File: src/rtl/ode_pkg.sv
// ode_pkg: shared constants and helpers for the mass-spring-damper ODE engine.
//   - DEF_W / DEF_FRAC : default data width and fractional bits (Q3.14).
//   - ACC_W            : width of the wide intermediate arithmetic. It must be at
//                        least 2*W+1 bits, so W may be at most 31.
//   - IDLE..UPD_X      : FSM state encodings.
//   - SAT_MAX/SAT_MIN  : clamp limits for a DEF_W-bit signed value.
//   - shift_add        : base + (delta >>> sh), evaluated at ACC_W bits.
package ode_pkg;

  localparam int DEF_W    = 18;
  localparam int DEF_FRAC = 14;
  localparam int ACC_W    = 64;

  localparam logic [2:0] IDLE  = 3'd0;
  localparam logic [2:0] MUL   = 3'd1;
  localparam logic [2:0] ACC   = 3'd2;
  localparam logic [2:0] UPD_V = 3'd3;
  localparam logic [2:0] UPD_X = 3'd4;

  localparam logic signed [DEF_W-1:0] SAT_MAX = {1'b0, {(DEF_W-1){1'b1}}};
  localparam logic signed [DEF_W-1:0] SAT_MIN = {1'b1, {(DEF_W-1){1'b0}}};

  // The operands are sign-extended to ACC_W before this is called. The shift
  // therefore acts on the true value, and narrowing happens later in one place.
  function automatic logic signed [ACC_W-1:0] shift_add(
    input logic signed [ACC_W-1:0] base,
    input logic signed [ACC_W-1:0] delta,
    input int                      sh
  );
    return base + (delta >>> sh);
  endfunction

endpackage

File: src/rtl/ode_narrow.sv
// ode_narrow: narrows a wide signed value to OUT_W bits.
//   Config macro ODE_SAT_EN: when it is defined, the result clamps to
//   [-2^(OUT_W-1), 2^(OUT_W-1)-1]. When it is undefined, the upper bits are
//   dropped, so the value wraps in two's complement.
// Ports:
//   din  : input  signed IN_W  - wide value
//   dout : output signed OUT_W - narrowed value
module ode_narrow
  import ode_pkg::*;
#(
  parameter int IN_W  = ACC_W,
  parameter int OUT_W = DEF_W
) (
  input  logic signed [IN_W-1:0]  din,
  output logic signed [OUT_W-1:0] dout
);

`ifdef ODE_SAT_EN
  // The limits are built at the full input width, so the signed compares
  // operate on the whole value.
  localparam logic signed [IN_W-1:0] HI = {{(IN_W-OUT_W+1){1'b0}}, {(OUT_W-1){1'b1}}};
  localparam logic signed [IN_W-1:0] LO = {{(IN_W-OUT_W+1){1'b1}}, {(OUT_W-1){1'b0}}};

  always_comb begin
    dout = din[OUT_W-1:0];
    if (din > HI) begin
      dout = HI[OUT_W-1:0];
    end else if (din < LO) begin
      dout = LO[OUT_W-1:0];
    end
  end
`else
  logic unused_hi;

  assign dout      = din[OUT_W-1:0];
  // The discarded upper bits are intentionally unused when wrapping.
  assign unused_hi = ^din[IN_W-1:OUT_W];
`endif

endmodule

File: src/rtl/ode_msd_engine.sv
// ode_msd_engine: integrates x'' = -k*x - b*v with semi-implicit Euler
// (dt = 2^-DT_SHIFT) in signed Q(W-FRAC).FRAC fixed point. It takes its
// operands from the Nios II PIO exports.
//   Config macro ODE_SAT_EN: every W-bit narrowing saturates when it is
//   defined and wraps when it is undefined.
// Ports:
//   clk_clk       : system clock
//   reset_reset_n : asynchronous active-low reset
//   rst_i         : synchronous soft reset / load of x_init, v_init
//   clk_en_i      : run enable
//   x_init/v_init : initial position / velocity
//   k_coef/b_coef : spring / damping coefficients
//   x_out/v_out   : registered state
//   sample_valid  : one-cycle pulse, aligned with the updated x_out/v_out
//   step_cnt      : steps completed since load (wraps)
//   busy          : high while a step is in flight
module ode_msd_engine
  import ode_pkg::*;
#(
  parameter int W        = DEF_W,
  parameter int FRAC     = DEF_FRAC,
  parameter int DT_SHIFT = 6,
  parameter int STEP_W   = 16
) (
  input  logic                clk_clk,
  input  logic                reset_reset_n,
  input  logic                rst_i,
  input  logic                clk_en_i,
  input  logic signed [W-1:0] x_init,
  input  logic signed [W-1:0] v_init,
  input  logic signed [W-1:0] k_coef,
  input  logic signed [W-1:0] b_coef,
  output logic signed [W-1:0] x_out,
  output logic signed [W-1:0] v_out,
  output logic                sample_valid,
  output logic [STEP_W-1:0]   step_cnt,
  output logic                busy
);

  logic [2:0]              state;
  logic signed [W-1:0]     x_reg;
  logic signed [W-1:0]     v_reg;
  logic signed [W-1:0]     a_reg;
  logic signed [2*W-1:0]   px;
  logic signed [2*W-1:0]   pv;

  logic signed [ACC_W-1:0] s_wide;
  logic signed [ACC_W-1:0] a_wide;
  logic signed [ACC_W-1:0] v_sum;
  logic signed [ACC_W-1:0] x_sum;
  logic signed [W-1:0]     a_nar;
  logic signed [W-1:0]     v_nar;
  logic signed [W-1:0]     x_nar;

  // The acceleration is -(px + pv) scaled back from Q(2*FRAC) to Q(FRAC).
  // The negation is applied after the floor shift.
  assign s_wide = ACC_W'(px) + ACC_W'(pv);
  assign a_wide = -shift_add('0, s_wide, FRAC);

  // v_sum uses the registered acceleration. x_sum uses v_reg after UPD_V has
  // written it, which makes the integration semi-implicit.
  assign v_sum = shift_add(ACC_W'(v_reg), ACC_W'(a_reg), DT_SHIFT);
  assign x_sum = shift_add(ACC_W'(x_reg), ACC_W'(v_reg), DT_SHIFT);

  ode_narrow #(.IN_W(ACC_W), .OUT_W(W)) u_narrow_a (.din(a_wide), .dout(a_nar));
  ode_narrow #(.IN_W(ACC_W), .OUT_W(W)) u_narrow_v (.din(v_sum),  .dout(v_nar));
  ode_narrow #(.IN_W(ACC_W), .OUT_W(W)) u_narrow_x (.din(x_sum),  .dout(x_nar));

  // A soft reset overrides every state and aborts any step in flight. While
  // rst_i stays high, x/v keep reloading from the PIO values, so the Nios
  // can write them in any order before it releases rst_i.
  always_ff @(posedge clk_clk or negedge reset_reset_n) begin
    if (!reset_reset_n) begin
      state        <= IDLE;
      x_reg        <= '0;
      v_reg        <= '0;
      a_reg        <= '0;
      px           <= '0;
      pv           <= '0;
      step_cnt     <= '0;
      sample_valid <= 1'b0;
    end else if (rst_i) begin
      state        <= IDLE;
      x_reg        <= x_init;
      v_reg        <= v_init;
      step_cnt     <= '0;
      sample_valid <= 1'b0;
    end else begin
      sample_valid <= 1'b0;
      case (state)
        IDLE: begin
          if (clk_en_i) begin
            state <= MUL;
          end
        end
        MUL: begin
          // The coefficients are sampled only here. A coefficient change made
          // later in a step therefore waits for the next step.
          px    <= (2*W)'(k_coef) * (2*W)'(x_reg);
          pv    <= (2*W)'(b_coef) * (2*W)'(v_reg);
          state <= ACC;
        end
        ACC: begin
          a_reg <= a_nar;
          state <= UPD_V;
        end
        UPD_V: begin
          v_reg <= v_nar;
          state <= UPD_X;
        end
        UPD_X: begin
          x_reg        <= x_nar;
          step_cnt     <= step_cnt + STEP_W'(1);
          sample_valid <= 1'b1;
          state        <= IDLE;
        end
        default: begin
          state <= IDLE;
        end
      endcase
    end
  end

  assign x_out = x_reg;
  assign v_out = v_reg;
  assign busy  = (state != IDLE);

endmodule

File: config.mk
export PLATFORM = sky130hd
export DESIGN_NAME = ode_msd_engine
export DESIGN_NICKNAME = d
export VERILOG_FILES = /design/src/rtl/ode_pkg.sv /design/src/rtl/ode_narrow.sv /design/src/rtl/ode_msd_engine.sv
export SDC_FILE = /design/constraint.sdc
export NUM_CORES = 2
export LEC_CHECK = 0
export CAP_MARGIN = 20
export CELL_PAD_IN_SITES_DETAIL_PLACEMENT = 1
export CELL_PAD_IN_SITES_GLOBAL_PLACEMENT = 1
export CORE_ASPECT_RATIO = 1.4
export CORE_UTILIZATION = 37
export DETAILED_ROUTE_END_ITERATION = 6
export GPL_TIMING_DRIVEN = 1
export PLACE_DENSITY = 0.62
export SYNTH_ARGS = -nofsm -noshare
export SYNTH_HDL_FRONTEND = slang
export SYNTH_SLANG_ARGS = --single-unit
File: constraint.sdc
create_clock -name clk_clk -period 9.3 [get_ports clk_clk]
set_input_delay 1.86 -clock clk_clk [delete_from_list [all_inputs] [get_ports clk_clk]]
set_output_delay 1.86 -clock clk_clk [all_outputs]
set_load 0.02 [all_outputs]
==> flow_summary.json <==
{
  "status": "finished, final reports clean",
  "cts_sinks": 132,
  "cts_buffer_depth": 2,
  "ys_types": 69,
  "numPortBuffers": 129,
  "syn_inst": 3357,
  "hp-start": "px[7]",
  "dieArea_um2": 82400,
  "diodes": 0,
  "finClkSkew_ns": 0.0257,
  "netlist_area_um2": 30000,
  "die_y_um": 339,
  "r2r-end": "px[30]",
  "fmax_ghz": 0.114,
  "gp_congestion": 0.854,
  "start_util_pct": 37.4,
  "crit_fanout": 6,
  "synth.net_count": 4268,
  "finalHoldViolations": 0,
  "fillers": 9464,
  "synth_warnings": 0,
  "rsz0062_at_grt": "false",
  "min_path_type": "reg2reg",
  "cp-start-kind": "input pin",
  "final_util_pct": 41.7,
  "vias_per_cell": 5.00,
  "ant_nets": 0,
  "placed_area_um2": 32800,
  "cts_tree": "yes",
  "synth_top_area_share_pct": 39.6,
  "synthTopCellsByCount": "inv_1 (728), fa_1 (594), nand2_1 (447)",
  "hold_depth": 2,
  "timing.setup.tns_ns": 0,
  "cpMaxStageDelayCell": "clkdlybuf4s50_1",
  "grt_pass1_wl_um": 146000,
  "post_cts_resize_count": 0,
  "die_w_um": 243,
  "grt_remaining_overflow": 0,
  "synth_top_family_by_area": "adder cells",
  "cts_setup_buffers": 0,
  "synthSimpleGateAreaFrac_pct": 16.8,
  "drtIter0Drc": 847,
  "io_pins": 130,
  "h-tree-depth": 4,
  "drc": 0,
  "synth_top_area_cell": "fa_1",
  "min_to": "px[7]",
  "fin_crit_sh_pct": 94.0,
  "num-nets-final": 4376,
  "synth_ff_type": "dfrtp_1",
  "critical_path_arrival_ns": 9.04,
  "ys_seq_area_share_pct": 11.0,
  "synthMuxAreaShare_pct": 0.720,
  "setup_viol": 0,
  "grt_max_degree": 88,
  "avgSynthCellArea_um2": 8.95,
  "fp.coreArea_um2": 80300,
  "path_class": "in2reg",
  "drive_gt1_share_pct": 4.31,
  "cp.required_ns": 9.60,
  "vias": 22687,
  "cts_buffers": 17,
  "drt_pass1_iterations": 5,
  "antenna_found_initial": 3,
  "final_cells": 4540,
  "final_cell_area_um2": 33500,
  "ff2ff_path_depth": 24,
  "grt_pass1_vias": 26625,
  "grt_use_total_pct": 22.6,
  "clk_pin_slew_ns": 0.06,
  "synth-xor-area-share_pct": 3.91,
  "r2r_start": "x_out[3]",
  "cp-end-kind": "register",
  "synthAdderAreaFrac_pct": 49.6,
  "fp-row-count": 123,
  "synth_most_common_cell": "inv_1",
  "dp_hpwl_um": 75300,
  "cpMostUsedCell": "fa_1",
  "rrSetupSlack_ns": 1.57,
  "area_growth_pct": 11.4,
  "reg_top3": "pv: 32 flops, px: 32 flops",
  "hold_buffers": 0,
  "post_drt_wl_per_cell_um": 19.5,
  "fin_crit_ns": 8.74,
  "synth_compound_area_share_pct": 7.20,
  "max_slew_margin_pct": 31.4,
  "slew_viol_final": 0,
  "clk_latency_ns": 0.46,
  "synthTopCellsByArea": "fa_1 (40%), dfrtp_1 (11%), ha_1 (10%)",
  "slowest_delay_ns": 0.60,
  "synth-edff-count": 0,
  "synth-seq-cells": 132,
  "worst_pin_slew_ns": 1.03,
  "dp.cells": 4507,
  "ys_async_sr_fraction_pct": 100,
  "cts-root-buf": "clkbuf_16",
  "maxCapViolCount": 0,
  "wl_um": 88700
}
-- through the flow --
stage	setup WS, ns	hold slack, ns
finish	0.557	0.489
global route	0.0844	0.513
CTS	0.211	0.495
detailed placement	-0.278	0.482
global placement	-0.0624	0.472
floorplan	0.803	0.450
-- placed cells by master (no fill, tap or decap), types with 20 or more instances in the layout --
cell type        instances
buf_4                   87
inv_1                  728
ha_1                   241
o21ai_0                124
xor2_1                  57
dfrtp_1                132
and2_1                 318
a21oi_1                 87
nor3_1                  30
clkdlybuf4s50_1        127
a21o_1                  26
fa_1                   594
xnor2_1                 77
and3_1                  20
nand3_1                 28
nand2_1                447
nand2b_1                25
nor2_1                  99
-- per-layer routing --
layer / vias to the layer above / track usage, % / part of all wire [%]
li1: 10343 / - / -
met1: 11921 / 26.6 / 41
met3: 105 / 1.81 / 2.2
met2: 316 / 43.7 / 55
met4: 2 / 5.59 / 2.1
met5: - / 0 / 0.015
-- area by class of cell --
type	count	area, um2	share of cell area, %
multi-input cells	2367	23500	70.3
flip-flops and latches	132	3300	9.87
inverters	729	2740	8.18
repair buffers	218	1970	5.90
well taps	1062	1330	3.97
clock buffers	19	443	1.32
clock inverters	13	149	0.445
-- how the worst max path moves through the flow --
| stage | to | start | slack [ns] |
|---|---|---|---|
| 2_1_floorplan | px[30] | k_coef[7] | 0.80 |
| 3_3_place_gp | px[30] | k_coef[9] | -0.06 |
| 3_5_place_dp | px[30] | k_coef[10] | -0.28 |
| 4_1_cts | px[30] | k_coef[12] | 0.21 |
| 5_1_grt | px[30] | k_coef[10] | 0.08 |
| 6_report | px[30] | k_coef[10] | 0.56 |
-- critical path, delay by kind of cell --
family | cells | cell delay (ns)
fa+ha+maj | 7 | 3.32
compound gates | 8 | 2.01
buf+inv | 7 | 1.18
simple gates | 3 | 0.53
xor+xnor | 1 | 0.14
-- cells by family after synthesis --
| group | after synthesis |
|---|---|
| buffers and inverters | 858 |
| DFF | 132 |
| muxes | 20 |
| and+or+nand+nor | 1030 |
| AOI/OAI and AO/OA | 348 |
| xor gates and xnor gates | 134 |
| adders and majority gates | 835 |
Power is not shown: default switching activity piles up to over one toggle a cycle in this logic, so the estimate is an artifact.
